**src/rtl/rst_seq.sv**
```systemverilog
// rtl/rst_seq.sv - ordered multi-domain reset sequencer with software reset, power-off latch and optional activity blink (RST_SEQ_ACTIVITY_EN)
module rst_seq #(
  parameter int DOMAINCOUNT  = 2,
  parameter int RSTCNTRBITSZ = 16,
  parameter int ACTSRCCOUNT  = 2,
  parameter int ACTCNTRBITSZ = 7
) (
  input  logic                   clk_i,
  input  logic                   rst_n,
  input  logic                   pll_locked_i,
  input  logic [DOMAINCOUNT-1:0] hold_i,
  input  logic [1:0]             swrst_i,
  output logic [DOMAINCOUNT-1:0] rst_o,
  output logic                   gsr_o,
  output logic                   pwroff_o,
  input  logic [ACTSRCCOUNT-1:0] actsrc_i,
  output logic                   activity_o
);

  localparam int IDXW = (DOMAINCOUNT > 1) ? $clog2(DOMAINCOUNT) : 1;
  localparam logic [IDXW-1:0] LAST_IDX = IDXW'(DOMAINCOUNT - 1);

  typedef enum logic [1:0] {
    WAITPLL = 2'd0,
    COUNT   = 2'd1,
    RUN     = 2'd2,
    PWROFF  = 2'd3
  } state_t;

  state_t                  state;
  logic [RSTCNTRBITSZ-1:0] cntr;
  logic [IDXW-1:0]         idx;

  logic                    hold_any;
  logic [IDXW-1:0]         hold_low;
  logic [DOMAINCOUNT-1:0]  hold_mask;

  // Lowest held domain and the set of domains at or above it that must re-enter reset
  always_comb begin
    hold_any  = 1'b0;
    hold_low  = '0;
    hold_mask = '0;
    for (int k = DOMAINCOUNT - 1; k >= 0; k--) begin
      if (hold_i[k]) begin
        hold_any = 1'b1;
        hold_low = IDXW'(k);
      end
    end
    for (int j = 0; j < DOMAINCOUNT; j++) begin
      if (hold_any && (j >= int'(hold_low))) begin
        hold_mask[j] = 1'b1;
      end
    end
  end

  // Sequencer: commands and lock loss override the normal domain-by-domain release
  always_ff @(posedge clk_i) begin
    if (!rst_n) begin
      state    <= WAITPLL;
      idx      <= '0;
      cntr     <= '1;
      rst_o    <= '1;
      gsr_o    <= 1'b0;
      pwroff_o <= 1'b0;
    end else begin
      gsr_o <= 1'b0;
      if (state == PWROFF) begin
        // Latched off: only rst_n can bring the block back
        state <= PWROFF;
      end else if (swrst_i == 2'b11) begin
        gsr_o <= 1'b1;
        rst_o <= '1;
        idx   <= '0;
        cntr  <= '1;
        state <= WAITPLL;
      end else if (swrst_i == 2'b10) begin
        rst_o <= '1;
        idx   <= '0;
        cntr  <= '1;
        state <= COUNT;
      end else if (swrst_i == 2'b01) begin
        pwroff_o <= 1'b1;
        rst_o    <= '1;
        state    <= PWROFF;
      end else if (!pll_locked_i) begin
        rst_o <= '1;
        state <= WAITPLL;
      end else begin
        case (state)
          WAITPLL: begin
            rst_o <= '1;
            idx   <= '0;
            cntr  <= '1;
            state <= COUNT;
          end
          COUNT: begin
            if (hold_i[idx]) begin
              cntr <= '1;
            end else if (cntr != '0) begin
              cntr <= cntr - RSTCNTRBITSZ'(1);
            end else begin
              rst_o[idx] <= 1'b0;
              cntr       <= '1;
              if (idx == LAST_IDX) begin
                state <= RUN;
              end else begin
                idx <= idx + IDXW'(1);
              end
            end
          end
          RUN: begin
            if (hold_any) begin
              rst_o <= rst_o | hold_mask;
              idx   <= hold_low;
              cntr  <= '1;
              state <= COUNT;
            end
          end
          default: state <= WAITPLL;
        endcase
      end
    end
  end

`ifdef RST_SEQ_ACTIVITY_EN
  logic [ACTCNTRBITSZ-1:0] act_cntr;

  // Activity blink: one-cycle pulse, then ignore sources until the holdoff counter drains
  always_ff @(posedge clk_i) begin
    if (!rst_n) begin
      act_cntr   <= '0;
      activity_o <= 1'b0;
    end else if (act_cntr != '0) begin
      activity_o <= 1'b0;
      act_cntr   <= act_cntr - ACTCNTRBITSZ'(1);
    end else if (|actsrc_i) begin
      activity_o <= 1'b1;
      act_cntr   <= '1;
    end else begin
      activity_o <= 1'b0;
    end
  end
`else
  logic [31:0] unused_act;
  assign unused_act = ACTCNTRBITSZ ^ 32'(actsrc_i);
  assign activity_o = 1'b0;
`endif

endmodule

```
**config.mk**
```make
export PLATFORM = sky130hd
export DESIGN_NAME = rst_seq
export DESIGN_NICKNAME = d
export VERILOG_FILES = /design/src/rtl/rst_seq.sv
export SDC_FILE = /design/constraint.sdc
export NUM_CORES = 1
export LEC_CHECK = 0
export CAP_MARGIN = 5
export CORE_MARGIN = 2
export CORE_UTILIZATION = 26
export CTS_CLUSTER_SIZE = 20
export DETAILED_ROUTE_END_ITERATION = 12
export PLACE_DENSITY = 0.44
export SLEW_MARGIN = 20
export SYNTH_ARGS = -nofsm -noshare
export SYNTH_HDL_FRONTEND = slang
export SYNTH_SLANG_ARGS = --single-unit
```
**constraint.sdc**
```tcl
create_clock -name clk_i -period 3.5 [get_ports clk_i]
set_clock_uncertainty 0.15 [all_clocks]
set_input_delay 0.35 -clock clk_i [delete_from_list [all_inputs] [get_ports clk_i]]
set_output_delay 0.35 -clock clk_i [all_outputs]
set_load 0.02 [all_outputs]
```
==> flow_metrics.env, run 1 <==
export IMPL_outcome="complete, but fails checks"
export IMPL_violations="DRC"
export IMPL_critPathMaxStageDelay_ps=600
export IMPL_start_util_pct=27.1
export IMPL_yosys_warnings=0
export IMPL_cp_required_ps=3540
export IMPL_path_clk_slew_ps=90
export IMPL_gr_total_overflow=0
export IMPL_rsz0062_at_grt="no"
export IMPL_critPathLaunchType="input pin"
export IMPL_reg2reg_slack_ps=960
export IMPL_diodes=0
export IMPL_core_area_sq_um=6420
export IMPL_wirelength_um=4750
export IMPL_totalPowerFinal_w=0.000673
export IMPL_finalHoldViolations=0
export IMPL_slowest_stage="clkdlybuf4s50_1"
export IMPL_cts_root_buffer="clkbuf_8"
export IMPL_antenna_found_initial=0
export IMPL_critical_path_class="input pin to flip-flop"
export IMPL_worstPathCellList="clkdlybuf4s50_1 -> inv_1 -> ha_1 -> nor2_1 -> o21ai_0 -> nor2_1 -> buf_4 -> o2bb2ai_1 -> o21ai_0"
export IMPL_die_w_um=85.8
export IMPL_synth_cell_types=55
export IMPL_drv_slew=0
export IMPL_tns_ps=0
export IMPL_peakVddDrop_mv=0.140
export IMPL_grtUsageTotal_pct=13.8
export IMPL_cts_hold_fix_buffers=0
export IMPL_maxSlewHeadroom_pct=51.1
export IMPL_final_util_pct=30.0
export IMPL_layout_commonest_cell="dfxtp_1"
export IMPL_dr_pass1_iters=10
export IMPL_die_area_sq_um=7350
export IMPL_first_iter_violations=106
export IMPL_clock_sinks=23
export IMPL_cts_resized=0
export IMPL_ios=14
export IMPL_setup_viol_count_final=0
export IMPL_use_met2_pct=20.2
export IMPL_htree_levels=1
export IMPL_fp_dieH_um=85.8
export IMPL_max_freq_mhz=369
export IMPL_min_period_ps=2710
export IMPL_fp_row_count=29
export IMPL_grtUsageMet1_pct=20.7
export IMPL_syn_inst=215
export IMPL_worstPathMaxFanout=8
export IMPL_synthFlopType="dfxtp_1"
export IMPL_ys_seq_area_share_pct=26.5
export IMPL_synth_fp_nets=235
export IMPL_port_buffers=10
export IMPL_arrival_ps=2750
export IMPL_synthArstFlopShare_pct=0
export IMPL_cts_buffer_depth=2
export IMPL_period_share_pct=77.5
export IMPL_layout_nets=241
export IMPL_vias_per_cell=5.52
export IMPL_mappedNetlistArea_sq_um=1740
export IMPL_ys_seq_elements=23
export IMPL_grt_max_degree=20
export IMPL_syn_to_final_growth_pct=10.9
export IMPL_via_count=1639
export IMPL_gp_congestion=0.806
export IMPL_hp_class="flip-flop to flip-flop"
export IMPL_top_usage_layer="met1"
export IMPL_end_kind="flip-flop"
export IMPL_max_cap_violations=0
export IMPL_post_dp_hpwl_um=3350
export IMPL_postRouteAntennaNets=0
export IMPL_powerDensity_nw_per_um2=349
export IMPL_worstMarginPinSlew_ps=728
export IMPL_grt_pass1_vias=1536
export IMPL_cts_tree="done"
export IMPL_met3_usage_pct=1.25
export IMPL_avgRoutedWirePerCell_um=16.0
export IMPL_synth_edf_count=0
export IMPL_drive_above_1_share_pct=7.73
export IMPL_cts_buffers=3
export IMPL_p_leak_nw=0.741
export IMPL_post_cts_buffers=0
export IMPL_route_detailed_drc=1
export IMPL_final_cell_mix="dfxtp_1 (23), o21ai_0 (20), a21oi_1 (20)"
export IMPL_grt_pass1_wl_um=8050
export IMPL_post_synth_cell_area_avg_sq_um=8.08
export IMPL_clkLatencyLatePin_ps=270
[cell usage after synthesis, types with 2 or more instances]
master / instances / share of area, %
o311ai_0: 2 / 1.0
nor4b_1: 2 / 1.0
o21a_1: 2 / 0.86
ha_1: 11 / 7.9
or2_2: 2 / 0.72
a32oi_1: 2 / 1.0
dfxtp_1: 23 / 26
a21oi_1: 20 / 5.8
nor4_4: 2 / 2.4
nand2_1: 8 / 1.7
o31ai_1: 2 / 0.86
buf_6: 3 / 1.9
a21o_1: 5 / 2.2
inv_1: 8 / 1.7
nand3_1: 5 / 1.4
a31oi_1: 5 / 1.8
nand3b_1: 3 / 1.3
o211ai_1: 3 / 1.3
nor2b_1: 4 / 1.4
and2_1: 3 / 1.1
a211o_1: 3 / 1.5
nor3b_1: 5 / 2.2
buf_4: 3 / 1.3
o2bb2ai_1: 2 / 1.0
nor3_1: 9 / 2.6
o311a_1: 2 / 1.2
buf_2: 2 / 0.58
clkbuf_1: 6 / 1.3
nor2_1: 18 / 3.9
o21ai_0: 20 / 5.8
o31a_1: 2 / 1.0
nand4_1: 5 / 1.8
[kinds of logic after synthesis]
| logic type | after synthesis | synth area share, % |
|---|---|---|
| AOI/OAI and AO/OA | 79 | 30.8 |
| and+or+nand+nor | 76 | 26.1 |
| xor gates and xnor gates | 2 | 1.01 |
| adders and majority gates | 11 | 7.92 |
| buffers and inverters | 22 | 6.84 |
| other | 1 | 0.216 |
| muxes | 1 | 0.576 |
| DFF | 23 | 26.5 |
[routing by layer]
layer	share of wire (%)	vias up	wire length, um
li1	-	823	-
met1	51	775	2440
met2	44	36	2090
met3	3.3	5	158
met4	1.3	0	61
met5	0	-	0
[worst paths after layout]
path,startpoint,end,cells past startpoint
setup / recovery,swrst_i[1],cntr[2],9
hold / removal,pwroff_o,pwroff_o,1
setup reg to reg,state[0],cntr[2],8
hold reg to reg,pwroff_o,pwroff_o,1
[per-stage QoR]
| step | instances | worst slack [ps] | area, sq um | hold slack [ps] |
|---|---|---|---|---|
| finish | 297 | 787 | 1930 | 332 |
| detailed placement | 293 | 541 | 1880 | 316 |
| floorplan | 215 | 1250 | 1740 | 354 |
| global route | 297 | 641 | 1930 | 371 |
| global placement | 293 | 539 | 1880 | 307 |
| CTS | 297 | 824 | 1930 | 338 |
[report_power, final]
part / internal [W] / switching, W / total [W] / leakage, nW
logic: 0.0000745 / 0.000105 / 0.000179 / 0.529
clock network: 0.0000815 / 0.0000929 / 0.000174 / 0.0228
registers: 0.000286 / 0.0000335 / 0.000319 / 0.190
total: 0.000441 / 0.000231 / 0.000673 / 0.741
[sequential cells by signal, summed over array words and instances, names as in the netlist]
name,cells
cntr,16
gsr_o,1
idx,1
pwroff_o,1
rst_o,2
state,2
[area by class of cell]
type                    count  area (sq um)
fillers                   678          4490
multi-input cells         170          1160
flip-flops and latches     23           460
repair buffers             15           138
well taps                  77          96.3
clock buffers               4          45.0
inverters                   8          30.0
[critical path: cells and delay by family]
| kind | cells | cell delay (ps) |
|---|---|---|
| fa+ha+maj | 1 | 270 |
| simple gates | 2 | 660 |
| compound gates | 3 | 400 |
| buf+inv | 3 | 1060 |
(Power assumes the default switching activity.)
==> run 2, diff against run 1 <==
==> constraint.sdc (replaced) <==
create_clock -name clk_i -period 2.5 [get_ports clk_i]
set_clock_uncertainty 0.15 [all_clocks]
set_input_delay 0.25 -clock clk_i [delete_from_list [all_inputs] [get_ports clk_i]]
set_output_delay 0.25 -clock clk_i [all_outputs]
set_load 0.02 [all_outputs]
==> run 2 against run 1 <==
The flow still finishes with violations (DRC). Core utilization increased by 2.5 points. Power increased by 46%. Final cell count increased by 6.7%. Wire length increased by 4.6%. Final area increased by 8.2%. Sequential power increased by 39%. Setup slack got worse by 470 ps. Clock-buffer cell count decreased by 1. First-iteration DRC count decreased by 9.4%. Non-clock buffer count increased by 20. Critical path type is now flip-flop to flip-flop. Critical endpoint is now rst_o[0]. Largest cell class unchanged.
==> flow_metrics.env, run 2 (synthesis results as in run 1) <==
export IMPL_outcome="complete, but fails checks"
export IMPL_violations="DRC"
export IMPL_route_detailed_drc=1
export IMPL_arrival_ps=2180
export IMPL_p_comb_share_pct=29.1
export IMPL_met3_usage_pct=1.25
export IMPL_finalHoldViolations=0
export IMPL_drive_above_1_share_pct=16.3
export IMPL_clkLatencyLatePin_ps=280
export IMPL_setup_viol_count_final=0
export IMPL_grtUsageMet1_pct=19.9
export IMPL_min_period_ps=2180
export IMPL_power_internal_w=0.000641
export IMPL_period_share_pct=87.3
export IMPL_dp_slack_ps=58.2
export IMPL_grt_pass1_wl_um=8400
export IMPL_crit_cells=5
export IMPL_startpoint="cntr[6]"
export IMPL_die_area_sq_um=7350
export IMPL_cts_root_buffer="clkbuf_8"
export IMPL_cts_tree="done"
export IMPL_cts_buffers=3
export IMPL_fp_dieH_um=85.8
export IMPL_layout_commonest_cell="buf_4"
export IMPL_layout_nets=261
export IMPL_postRouteAntennaNets=0
export IMPL_critical_path_class="flip-flop to flip-flop"
export IMPL_drv_slew=0
export IMPL_tns_ps=0
export IMPL_core_area_sq_um=6420
export IMPL_totalPowerFinal_w=0.000983
export IMPL_path_clk_slew_ps=100
export IMPL_wirelength_um=4970
export IMPL_avgRoutedWirePerCell_um=15.7
export IMPL_largest_register="cntr"
export IMPL_htree_levels=1
export IMPL_switching_share_pct=34.8
export IMPL_hold_worst_slack_ps=327
export IMPL_critPathMaxStageDelay_ps=430
export IMPL_cts_hold_fix_buffers=0
export IMPL_worstPathCellList="nor4_4 -> nand4_2 -> o211a_4 -> o41ai_1 -> o211ai_1"
export IMPL_largest_reg_flops=16
export IMPL_first_iter_violations=96
export IMPL_final_util_pct=32.5
export IMPL_syn_to_final_growth_pct=20.0
export IMPL_peakVddDrop_mv=0.176
export IMPL_rr_endpoint="rst_o[0]"
export IMPL_largestRegisters="cntr: 16 flops, rst_o: 2 flops, state: 2 flops"
export IMPL_p_leak_nw=0.844
export IMPL_final_cell_mix="buf_4 (25), dfxtp_1 (23), o21ai_0 (20), a21oi_1 (20), nor2_1 (18)"
export IMPL_max_cap_violations=0
export IMPL_clock_sinks=23
export IMPL_reg2reg_depth=5
export IMPL_ios=14
export IMPL_path_buf_inv=0
export IMPL_slowest_stage="nor4_4"
export IMPL_cp_required_ps=2500
export IMPL_critPathLaunchType="flip-flop"
export IMPL_r2r_start="cntr[6]"
export IMPL_post_dp_hpwl_um=3630
export IMPL_end_kind="flip-flop"
export IMPL_rsz0062_at_grt="no"
export IMPL_top_usage_layer="met2"
export IMPL_reg2reg_slack_ps=320
export IMPL_diodes=0
export IMPL_setup_ws_ps=317
export IMPL_dr_pass1_iters=10
export IMPL_worstPathMaxFanout=6
export IMPL_gp_congestion=0.831
export IMPL_critPathTopFamily="compound AO/OA/AOI/OAI gates"
export IMPL_grt_pass1_vias=1655
export IMPL_antenna_found_initial=0
export IMPL_die_w_um=85.8
export IMPL_vias_per_cell=5.34
export IMPL_powerDensity_nw_per_um2=471
export IMPL_via_count=1692
export IMPL_hp_class="flip-flop to flip-flop"
export IMPL_port_buffers=10
export IMPL_use_met2_pct=23.5
export IMPL_fp_row_count=29
export IMPL_clkPwrFrac_pct=25.9
export IMPL_power_switching_w=0.000342
export IMPL_gr_total_overflow=0
export IMPL_max_freq_mhz=458
export IMPL_worstSetupEndpoint="rst_o[0]"
export IMPL_cts_buffer_depth=2
export IMPL_grt_max_degree=20
export IMPL_start_util_pct=27.1
export IMPL_grtUsageTotal_pct=14.4
export IMPL_pwr_share_seq_pct=45.1
run 2: cell types whose count changed in the layout (fill, tap and decap cells not counted):
cell,change
buf_4,+20
clkinv_2,+1
nor4b_2,+1
nor4b_1,-1
clkbuf_1,-1
run 2: how the worst min path moves through the flow:
stage          slack (ps)        to  cells past startpoint      from
2_1_floorplan         330  rst_o[1]                      2     rst_n
3_3_place_gp          300  pwroff_o                      1  pwroff_o
3_5_place_dp          310  pwroff_o                      1  pwroff_o
4_1_cts               330  pwroff_o                      1  pwroff_o
5_1_grt               380  pwroff_o                      1  pwroff_o
6_report              330  pwroff_o                      1  pwroff_o
run 2: metrics by stage:
| stage | cell area, sq um | std cells |
|---|---|---|
| 6_report | 2090 | 317 |
| 5_1_grt | 2090 | 317 |
| 4_1_cts | 2080 | 317 |
| 3_5_place_dp | 2030 | 313 |
| 3_3_place_gp | 2030 | 313 |
| 2_1_floorplan | 1740 | 215 |
run 2: worst register-to-register path: cells and delay by family, from the launching register on:
kind | cells | cell delay, ps
AO/OA/AOI/OAI | 3 | 830
flip-flops | 1 | 380
AND/OR/NAND/NOR | 2 | 710
run 2: cell type report:
cell class	instances	area (sq um)
clock inverter	1	5.00
tap	77	96.3
clock buffer	3	41.3
inverter	8	30.0
sequential	23	460
fill	669	4340
timing repair buffer	35	288
multi-input combinational	170	1160
run 2: what timing repair did:
item                       in CTS  in global routing
setup endpoints to repair       0                  1
setup buffers                   0                  0
gates resized for setup         0                  1
run 2: metal layers:
metal	wire, um	vias to the layer above
li1	-	855
met1	2490	804
met2	2260	28
met3	143	5
met4	73	0
met5	0	-
run 2: power groups by stage:
stage / combinational, W / clock [W] / sequential [W]
2_1_floorplan: 0.000179 / 0 / 0.000447
3_3_place_gp: 0.000287 / 0 / 0.000451
3_5_place_dp: 0.000285 / 0 / 0.000450
4_1_cts: 0.000286 / 0.000263 / 0.000442
5_1_grt: 0.000319 / 0.000277 / 0.000450
6_report: 0.000286 / 0.000254 / 0.000443
==> run 3, diff against run 2 <==
--- a/config.mk
+++ b/config.mk
@@ -10,6 +10,7 @@
 export CORE_UTILIZATION = 26
 export CTS_CLUSTER_SIZE = 20
 export DETAILED_ROUTE_END_ITERATION = 12
+export GPL_ROUTABILITY_DRIVEN = 0
 export PLACE_DENSITY = 0.44
 export SLEW_MARGIN = 20
 export SYNTH_ARGS = -nofsm -noshare
==> results of run 3 <==
No change in the layout: final DEF, timing and power equal those of run 2.
